`src/rtl/pacman_pkg.sv`:
```
// Shared maze-game definitions: direction codes, ghost motion FSM states and
// the on-screen coordinate type.
package pacman_pkg;

  typedef logic [9:0] coord_t;

  localparam logic [7:0] DIR_LEFT  = 8'h04;
  localparam logic [7:0] DIR_RIGHT = 8'h07;
  localparam logic [7:0] DIR_DOWN  = 8'h16;
  localparam logic [7:0] DIR_UP    = 8'h1A;

  typedef enum logic [1:0] {
    IDLE    = 2'd0,
    TRY_NEW = 2'd1,
    TRY_CUR = 2'd2
  } state_t;

endpackage

```
`src/rtl/dir_decode.sv`:
```
// Maps an 8-bit direction code to a unit step (screen coordinates, y grows
// downward) and flags whether the code is one of the four known directions.
module dir_decode
  import pacman_pkg::*;
(
  input  logic [7:0]        code,
  output logic signed [1:0] dx,
  output logic signed [1:0] dy,
  output logic              valid
);

  always_comb begin
    dx    = 2'sd0;
    dy    = 2'sd0;
    valid = 1'b0;
    case (code)
      DIR_LEFT:  begin dx = -2'sd1; valid = 1'b1; end
      DIR_RIGHT: begin dx =  2'sd1; valid = 1'b1; end
      DIR_DOWN:  begin dy =  2'sd1; valid = 1'b1; end
      DIR_UP:    begin dy = -2'sd1; valid = 1'b1; end
      default:   ;
    endcase
  end

endmodule

```
`src/rtl/ghost_motion.sv`:
```
// Per-frame ghost mover: tries the requested direction, falls back to the
// current heading, and checks each candidate against bounds and a wall lookup.
module ghost_motion
  import pacman_pkg::*;
#(
  parameter coord_t     X_INIT = 10'd320,
  parameter coord_t     Y_INIT = 10'd240,
  parameter coord_t     X_MIN  = 10'd8,
  parameter coord_t     X_MAX  = 10'd631,
  parameter coord_t     Y_MIN  = 10'd8,
  parameter coord_t     Y_MAX  = 10'd471,
  parameter logic [3:0] STEP   = 4'd1
) (
  input  logic       Clk,
  input  logic       Reset_n,
  input  logic       frame_tick,
  input  logic [7:0] dir_in,
  output logic       wall_req,
  output coord_t     wall_x,
  output coord_t     wall_y,
  input  logic       wall_ack,
  input  logic       wall_hit,
  output coord_t     ghost_x,
  output coord_t     ghost_y,
  output logic [7:0] heading,
  output logic       moving,
  output logic       overrun,
  output state_t     dbg_state
);

  // Handshake: wall_req is held with wall_x/wall_y stable until a cycle with
  // wall_ack=1, where wall_hit is sampled; wall_req then drops the next cycle.

  state_t     state_q, state_d;
  coord_t     x_q, x_d, y_q, y_d, cx_q, cx_d, cy_q, cy_d;
  logic [7:0] heading_q, heading_d, new_dir_q, new_dir_d;
  logic       moving_q, moving_d, req_q, req_d, oob_q, oob_d;
  logic       pend_q, pend_d, overrun_q, overrun_d;

  logic signed [1:0] in_dx, in_dy, hd_dx, hd_dy, sel_dx, sel_dy;
  logic              in_valid, hd_valid, use_new;
  logic [10:0]       nx, ny;
  logic              n_oob, resolved, hit;

  dir_decode u_in_dec (.code(dir_in),    .dx(in_dx), .dy(in_dy), .valid(in_valid));
  dir_decode u_hd_dec (.code(heading_q), .dx(hd_dx), .dy(hd_dy), .valid(hd_valid));

  assign use_new = (state_q == IDLE) && in_valid && (dir_in != heading_q);

  // 11-bit candidate: a step below zero wraps far above the max bound
  always_comb begin
    sel_dx = 2'sd0;
    sel_dy = 2'sd0;
    if (use_new) begin
      sel_dx = in_dx;
      sel_dy = in_dy;
    end else if (hd_valid) begin
      sel_dx = hd_dx;
      sel_dy = hd_dy;
    end
    nx = {1'b0, x_q};
    ny = {1'b0, y_q};
    if (sel_dx == 2'sd1)       nx = nx + {7'd0, STEP};
    else if (sel_dx == -2'sd1) nx = nx - {7'd0, STEP};
    if (sel_dy == 2'sd1)       ny = ny + {7'd0, STEP};
    else if (sel_dy == -2'sd1) ny = ny - {7'd0, STEP};
    n_oob = (nx < {1'b0, X_MIN}) || (nx > {1'b0, X_MAX}) ||
            (ny < {1'b0, Y_MIN}) || (ny > {1'b0, Y_MAX});
  end

  always_comb begin
    state_d   = state_q;
    x_d       = x_q;
    y_d       = y_q;
    cx_d      = cx_q;
    cy_d      = cy_q;
    heading_d = heading_q;
    new_dir_d = new_dir_q;
    moving_d  = moving_q;
    req_d     = req_q;
    oob_d     = oob_q;
    pend_d    = pend_q;
    overrun_d = overrun_q | (frame_tick & (state_q != IDLE));
    resolved  = oob_q | (req_q & wall_ack);
    hit       = oob_q | wall_hit;
    case (state_q)
      IDLE: begin
        if (frame_tick) begin
          state_d   = use_new ? TRY_NEW : TRY_CUR;
          new_dir_d = dir_in;
          cx_d      = nx[9:0];
          cy_d      = ny[9:0];
          oob_d     = n_oob;
          req_d     = !n_oob;
        end
      end
      TRY_NEW: begin
        if (resolved) begin
          req_d = 1'b0;
          if (!hit) begin
            heading_d = new_dir_q;
            x_d       = cx_q;
            y_d       = cy_q;
            moving_d  = 1'b1;
            oob_d     = 1'b0;
            state_d   = IDLE;
          end else begin
            // Fall back to the held heading; its request goes out one cycle later
            cx_d    = nx[9:0];
            cy_d    = ny[9:0];
            oob_d   = n_oob;
            pend_d  = !n_oob;
            state_d = TRY_CUR;
          end
        end
      end
      TRY_CUR: begin
        if (pend_q) begin
          req_d  = 1'b1;
          pend_d = 1'b0;
        end else if (resolved) begin
          req_d   = 1'b0;
          oob_d   = 1'b0;
          state_d = IDLE;
          if (!hit) begin
            x_d      = cx_q;
            y_d      = cy_q;
            moving_d = 1'b1;
          end else begin
            moving_d = 1'b0;
          end
        end
      end
      default: state_d = IDLE;
    endcase
  end

  always_ff @(posedge Clk or negedge Reset_n) begin
    if (!Reset_n) begin
      state_q   <= IDLE;
      x_q       <= X_INIT;
      y_q       <= Y_INIT;
      cx_q      <= '0;
      cy_q      <= '0;
      heading_q <= DIR_LEFT;
      new_dir_q <= DIR_LEFT;
      moving_q  <= 1'b0;
      req_q     <= 1'b0;
      oob_q     <= 1'b0;
      pend_q    <= 1'b0;
      overrun_q <= 1'b0;
    end else begin
      state_q   <= state_d;
      x_q       <= x_d;
      y_q       <= y_d;
      cx_q      <= cx_d;
      cy_q      <= cy_d;
      heading_q <= heading_d;
      new_dir_q <= new_dir_d;
      moving_q  <= moving_d;
      req_q     <= req_d;
      oob_q     <= oob_d;
      pend_q    <= pend_d;
      overrun_q <= overrun_d;
    end
  end

  assign wall_req  = req_q;
  assign wall_x    = cx_q;
  assign wall_y    = cy_q;
  assign ghost_x   = x_q;
  assign ghost_y   = y_q;
  assign heading   = heading_q;
  assign moving    = moving_q;
  assign overrun   = overrun_q;
  assign dbg_state = state_q;

endmodule

```
`config.mk`:
```
export PLATFORM = sky130hd
export DESIGN_NAME = ghost_motion
export DESIGN_NICKNAME = d
export VERILOG_FILES = /design/src/rtl/pacman_pkg.sv /design/src/rtl/dir_decode.sv /design/src/rtl/ghost_motion.sv
export SDC_FILE = /design/constraint.sdc
export NUM_CORES = 1
export LEC_CHECK = 0
export ABC_AREA = 1
export BUFFER_PORTS_ARGS = -buffer_cell sky130_fd_sc_hd__buf_2
export CORE_UTILIZATION = 54
export DETAILED_ROUTE_END_ITERATION = 10
export MAX_ROUTING_LAYER = met4
export PLACE_DENSITY_LB_ADDON = 0.05
export SLEW_MARGIN = 40
export SYNTH_ARGS = -nofsm -noshare
export SYNTH_HDL_FRONTEND = slang
export SYNTH_SLANG_ARGS = --single-unit
```
`constraint.sdc`:
```
create_clock -name Clk -period 3.05 [get_ports Clk]
set_input_delay 0.305 -clock Clk [delete_from_list [all_inputs] [get_ports Clk]]
set_output_delay 0.305 -clock Clk [all_outputs]
set_load 0.02 [all_outputs]
```
Word level (Yosys, flattened, before mapping)
Cells that the tools add are included.
- reductions and logical operators: 22
- bitwise logic cells: 6
- multiplexer cells: 56
- order comparisons: 4
- $add $sub $neg: 4
- equal/unequal tests: 21
- operators by type and width (kind ; number):
    10-bit two-way mux ; 12
    10-bit case mux with 2 select lines ; 4
    11-bit two-way mux ; 4
    8-bit by 3-bit equality test with 1-bit output, second input constant ; 4
    8-bit by 5-bit equality test with 1-bit output, second input constant ; 4
    10-bit by 1-bit adder with 11-bit output, second input constant ; 2
    11-bit by 4-bit < comparator with 1-bit output, second input constant ; 2
    10-bit by 1-bit subtractor with 11-bit output, second input constant ; 2
    2-bit two-way mux ; 10
    1-bit two-way mux ; 17
    2-bit case mux with 2 select lines ; 4
    2-bit != test, second input constant ; 6
    11-bit by 10-bit > comparator with 1-bit output, second input constant ; 1
    11-bit by 9-bit > comparator with 1-bit output, second input constant ; 1
    5-bit AND reduction ; 2
    8-bit != test ; 1
    4-bit AND reduction ; 2
    4-bit OR reduction ; 2
    2-bit by 1-bit equality test with 1-bit output, second input constant ; 3
    2-bit equality test, second input constant ; 3
    1-bit case mux with 3 select lines ; 2
    2-bit case mux with 3 select lines ; 1
    2-bit AND reduction ; 3
    3-bit AND reduction ; 2
    10 further kinds ; 19
- bits in registers: 63
- bits of input ports: 13
- output and inout port bits: 53
- word-level logic and storage cells: 125

Depth between registers and ports, before layout
- word-level depth: 17
- mapped depth: 23

Cells and area by module
Synthesis repeated with hierarchy kept, for this count alone.
- cells, all modules: 604
- area total of the unflattened synthesis: 4320.4 µm²
- by module, submodules not included (module ; instances ; area each (µm²) ; cells an instance ; seq. area each (µm²)):
    ghost_motion ; 1 ; 4045.1 ; 544 ; 1586.5
    dir_decode ; 2 ; 137.6 ; 30 ; 0.0

Worst setup path before layout
Ideal clock, no wire load.
- path kind: reg-to-reg
- from: register heading_q[2] (netlist: heading[2])
- to: register req_q (netlist: wall_req)
- clock period less this slack: 2.249 ns
- data arrival time: 2.133 ns
- slack: 0.801 ns
- cell stages (with the launch flop): 21
- cell sequence: dfstp_2 xnor2_1 nand2_1 nor2_1 nand2_2 nand3_4 nand2_2 nand2_4 nand2_4 inv_2 nand2_1 nand2_1 nand2_1 nand2_1 nand2_1 nor2_1 nor2_2 nand2_2 nand2_1 nand2_1 nand2_1
- word-level cells in the longest chain between the ends: 15
- elaborated cells between the ends (all ways): 32
- classes of those cells: order compare: 4; eq/ne: 9; mux: 13; reduce/logical: 6
- ends and longest elaborated chain (item ; RTL line ; text):
    start: declaration ; ghost_motion.sv:36 ; logic [7:0] heading_q, heading_d, new_dir_q, new_dir_d;
    start signal: assignment ; ghost_motion.sv:158 ; heading_q <= heading_d;
    8-bit by 3-bit equality test with 1-bit output or 8-bit by 5-bit equality test with 1-bit output (tied branches) ; dir_decode.sv:16 ; case (code)
    4-bit OR reduction (no source line) ; n/a ;
    1-bit two-way mux ; dir_decode.sv:16 ;
    2-bit two-way mux ; ghost_motion.sv:57 ; end else if (hd_valid) begin
    2-bit two-way mux ; ghost_motion.sv:54 ; if (use_new) begin
    2-bit by 1-bit equality test with 1-bit output ; ghost_motion.sv:64 ; else if (sel_dx == -2'sd1) nx = nx - {7'd0, STEP};
    11-bit two-way mux ; ghost_motion.sv:64 ;
    11-bit two-way mux ; ghost_motion.sv:63 ; if (sel_dx == 2'sd1) nx = nx + {7'd0, STEP};
    11-bit by 4-bit < comparator with 1-bit output or 11-bit by 10-bit > comparator with 1-bit output (tied branches) ; ghost_motion.sv:67 ; n_oob = (nx < {1'b0, X_MIN}) || (nx > {1'b0, X_MAX}) ||
    1-bit logical OR (2 in a row) ; ghost_motion.sv:67 ;
    1-bit logical OR * ; ghost_motion.sv:68 ; (ny < {1'b0, Y_MIN}) || (ny > {1'b0, Y_MAX});
    1-bit logical NOT * ; ghost_motion.sv:94 ; req_d = !n_oob;
    1-bit two-way mux * ; ghost_motion.sv:88 ; if (frame_tick) begin
    1-bit case mux with 3 select lines * ; ghost_motion.sv:86 ; case (state_q)
    end signal: assignment ; ghost_motion.sv:161 ; req_q <= req_d;
    end: declaration ; ghost_motion.sv:37 ; logic moving_q, moving_d, req_q, req_d, oob_q, oob_d;
Every way passes the cells marked *; elsewhere a longest branch is shown, timed or not. The select of a mux whose other input is x is not followed.
A chain may end at the register's enable or synchronous reset.

Worst setup path after layout
- from: register heading_q[5] (netlist: heading[5])
- to: register req_q (netlist: wall_req)
Same word-level chain as after synthesis.

==> run summary <==
DP Area: 4580 um^2
Sw Ratio: 48.8%
Worst EP required: 3280 ps
Worst-path maximum fanout: 8
Seq pwr share: 34.6%
Synth Instances: 579
Combinational share of power: 50.7%
Power Density: 1000 nW/um^2
Rel. slew slack: 64.6%
Worst hold path type: primary input to register
ANT nets after route: 0
Setup bufs post-CTS: 0
Hold Vio Cnt, Final: 0
# rows: 31
Largest net degree at the start of global routing: 42
Clock Power Share: 14.6%
Post-synthesis register bit count: 63
Clock Path Buffers: 2
Layout cells sized above 1: 19.8%
Clk_lat worst skew: 350 ps
Boundary Pins: 66
Area Growth Syn to Fin: 15.1%
WP data arrival: 2900 ps
Synth Flop Type: dfrtp_1
Netlist cell types: 37
Kind of end point of the critical path: register
Slew at the pin closest to its max-slew limit: 532 ps
Root Buffer: clkbuf_8
WL per Instance: 13.7 um
Multi-input logic area: 2250 um^2
Number of port buffers: 65
Via density: 5.37
Clk_skew: 11.5 ps
First-pass GRT wire length: 17300 um
Commonest non-fill, non-tap cell in the layout: nand2_1
# H-tree levels: 3
Sequential Area: 1590 um^2
DRT iter0 DRCs: 187
Number of CTS-inserted buffers: 9
Final instance area: 4780 um^2
Max-slew violations: 0
RSZ-0062 raised after global routing: false
Vias in the first global route: 3737
Setup tns final: 0 ps
Crit path top cell by count: nand2_1
Drt drc: 0
Initial Util: 56.6%
Commonest cells after routing, fill and taps aside: nand2_1 (155), buf_2 (64), inv_1 (60), nor2_1 (60), dfrtp_1 (55)
Die area: 8040 um^2
Status: finished, final reports clean
Crit-path slowest cell: nor3_1
Maxcap violations: 0
Peak supply drop: 519 uV
Fillers: 671
P_sw: 2.34 mW
Startpoint types: register
Tot Pwr: 4.79 mW
Die span in x: 89.7 um
Tcrit/Tclk final: 87.5%
Critical path type: register to register
Mapped Area: 4150 um^2
Post-synth ARST share: 100%
Initial antenna violation count: 0
CTS tree: built
Internal Power: 2.45 mW
Setup Viol. Count Final: 0
Syn_area_per_cell: 7.17 um^2
CTS Hold Bufs: 1
Clock slew at reported path FFs: 70 ps
N_diodes: 0
Minimum clock period: 2670 ps
Pre-CTS setup slack: 399 ps
Post-synth EDFFs: 0
Grt total ovfl: 0
Syn. warnings: 0
P_leak: 2.44 nW
CTS sink count: 63
First-pass DRT Iterations: 5
RePlAce Congestion: 1.04
Die H: 89.7 um
DP HPWL: 7780 um
CORE AREA: 7330 um^2
Fmax: 0.375 GHz
Worst Slack Setup Final: 380 ps
Total GRT Usage: 29.2%
NumNets Final: 668
Total wire length: 10300 um
Sequential fraction of the synthesis area: 38.2%
Vias: 4031
Synth Net Count: 600
Worst path cell trace: nor3_1, nand3_1, o31ai_1, nand2_2, nand2_4, nand2_4, inv_2, nand2_1, nand2_1, nand2_1, nand2_1, nand2_1, nor2_1, nor2_2, nand2_2, nand2_1, nand2_1, nand2_1
PostCTS Resize Cnt: 0
Max stage delay on crit path: 420 ps
power groups by stage:
| stage | Combinational (mW) | Sequential [mW] | Clock [mW] |
|---|---|---|---|
| after floorplan | 1.35 | 1.96 | 0 |
| after global placement | 2.41 | 1.66 | 0 |
| after detailed placement | 2.41 | 1.67 | 0 |
| after CTS | 2.43 | 1.65 | 0.714 |
| after global routing | 2.74 | 1.73 | 0.740 |
| final | 2.43 | 1.66 | 0.702 |
Yosys cell counts, drive strengths merged, types with 3 or more instances:
library cell	instances	share of area [%]
nand2	174	18
inv	67	6.1
nor2	64	6.0
dfrtp	55	33
o21ai	40	4.9
nand3	39	5.0
xor2	31	6.5
a21oi	27	3.3
nor3	19	2.4
clkbuf	12	1.1
nand4	12	2.0
dfstp	8	5.1
ha	8	2.4
xnor2	3	0.63
stage by stage:
step / cells / hold slack, ps / util [%]
after floorplan: 579 / 9.41 / -
after global placement: 734 / 435 / 62.4
after detailed placement: 734 / 335 / 62.5
after CTS: 751 / 194 / 65.2
after global routing: 751 / 205 / 65.2
final: 751 / 200 / 65.2
layout make-up:
type,count,area share [%]
Inverter,67,5.31
Timing Repair Buffer,71,7.85
Multi-Input combinational cell,435,47.1
Clock buffer,16,3.98
Tap cell,99,2.59
Sequential cell,63,33.2
state kept, by name, indices dropped and copies added, names as in the netlist, 2 cells and up:
| name | cells |
|---|---|
| new_dir_q | 8 |
| wall_y | 10 |
| ghost_x | 10 |
| ghost_y | 10 |
| heading | 8 |
| dbg_state | 2 |
| wall_x | 10 |
routing by layer:
metal  routed length [um]  global-route usage, %  up-vias
met5                    0                      -        -
met4                  308                   13.6        0
met3                  427                   4.20       27
met2                 4720                   44.8      123
met1                 4830                   38.0     1884
li1                     -                      -     1997
kinds of logic (layout without fill, tap and decap cells):
kind of cell,after synthesis,count (layout),synth area share [%]
simple gates,313,313,33.9
buf+inv,81,154,7.59
compound gates,78,78,10.2
flops,63,63,38.2
xor+xnor,34,34,7.17
fa+ha+maj,8,8,2.41
mux,2,2,0.542
path summary, 6_finish.rpt:
path                       slack (ps)          to  cells past startpoint        from
setup / recovery                  380    wall_req                     18  heading[5]
hold / removal                    200     overrun                      2  frame_tick
setup reg to reg                  380    wall_req                     18  heading[5]
hold reg to reg                   450     overrun                      1     overrun
max in group asynchronous        1890  ghost_x[6]                      3     Reset_n
min in group asynchronous         500   wall_x[3]                      2     Reset_n
worst max-delay path, delay by kind of cell (launching register included):
kind            cells  cell delay, ps
compound gates      1             170
buf+inv             1             120
flops               1             410
simple gates       16            1850
Note: power is estimated with default switching activity, not from simulation.
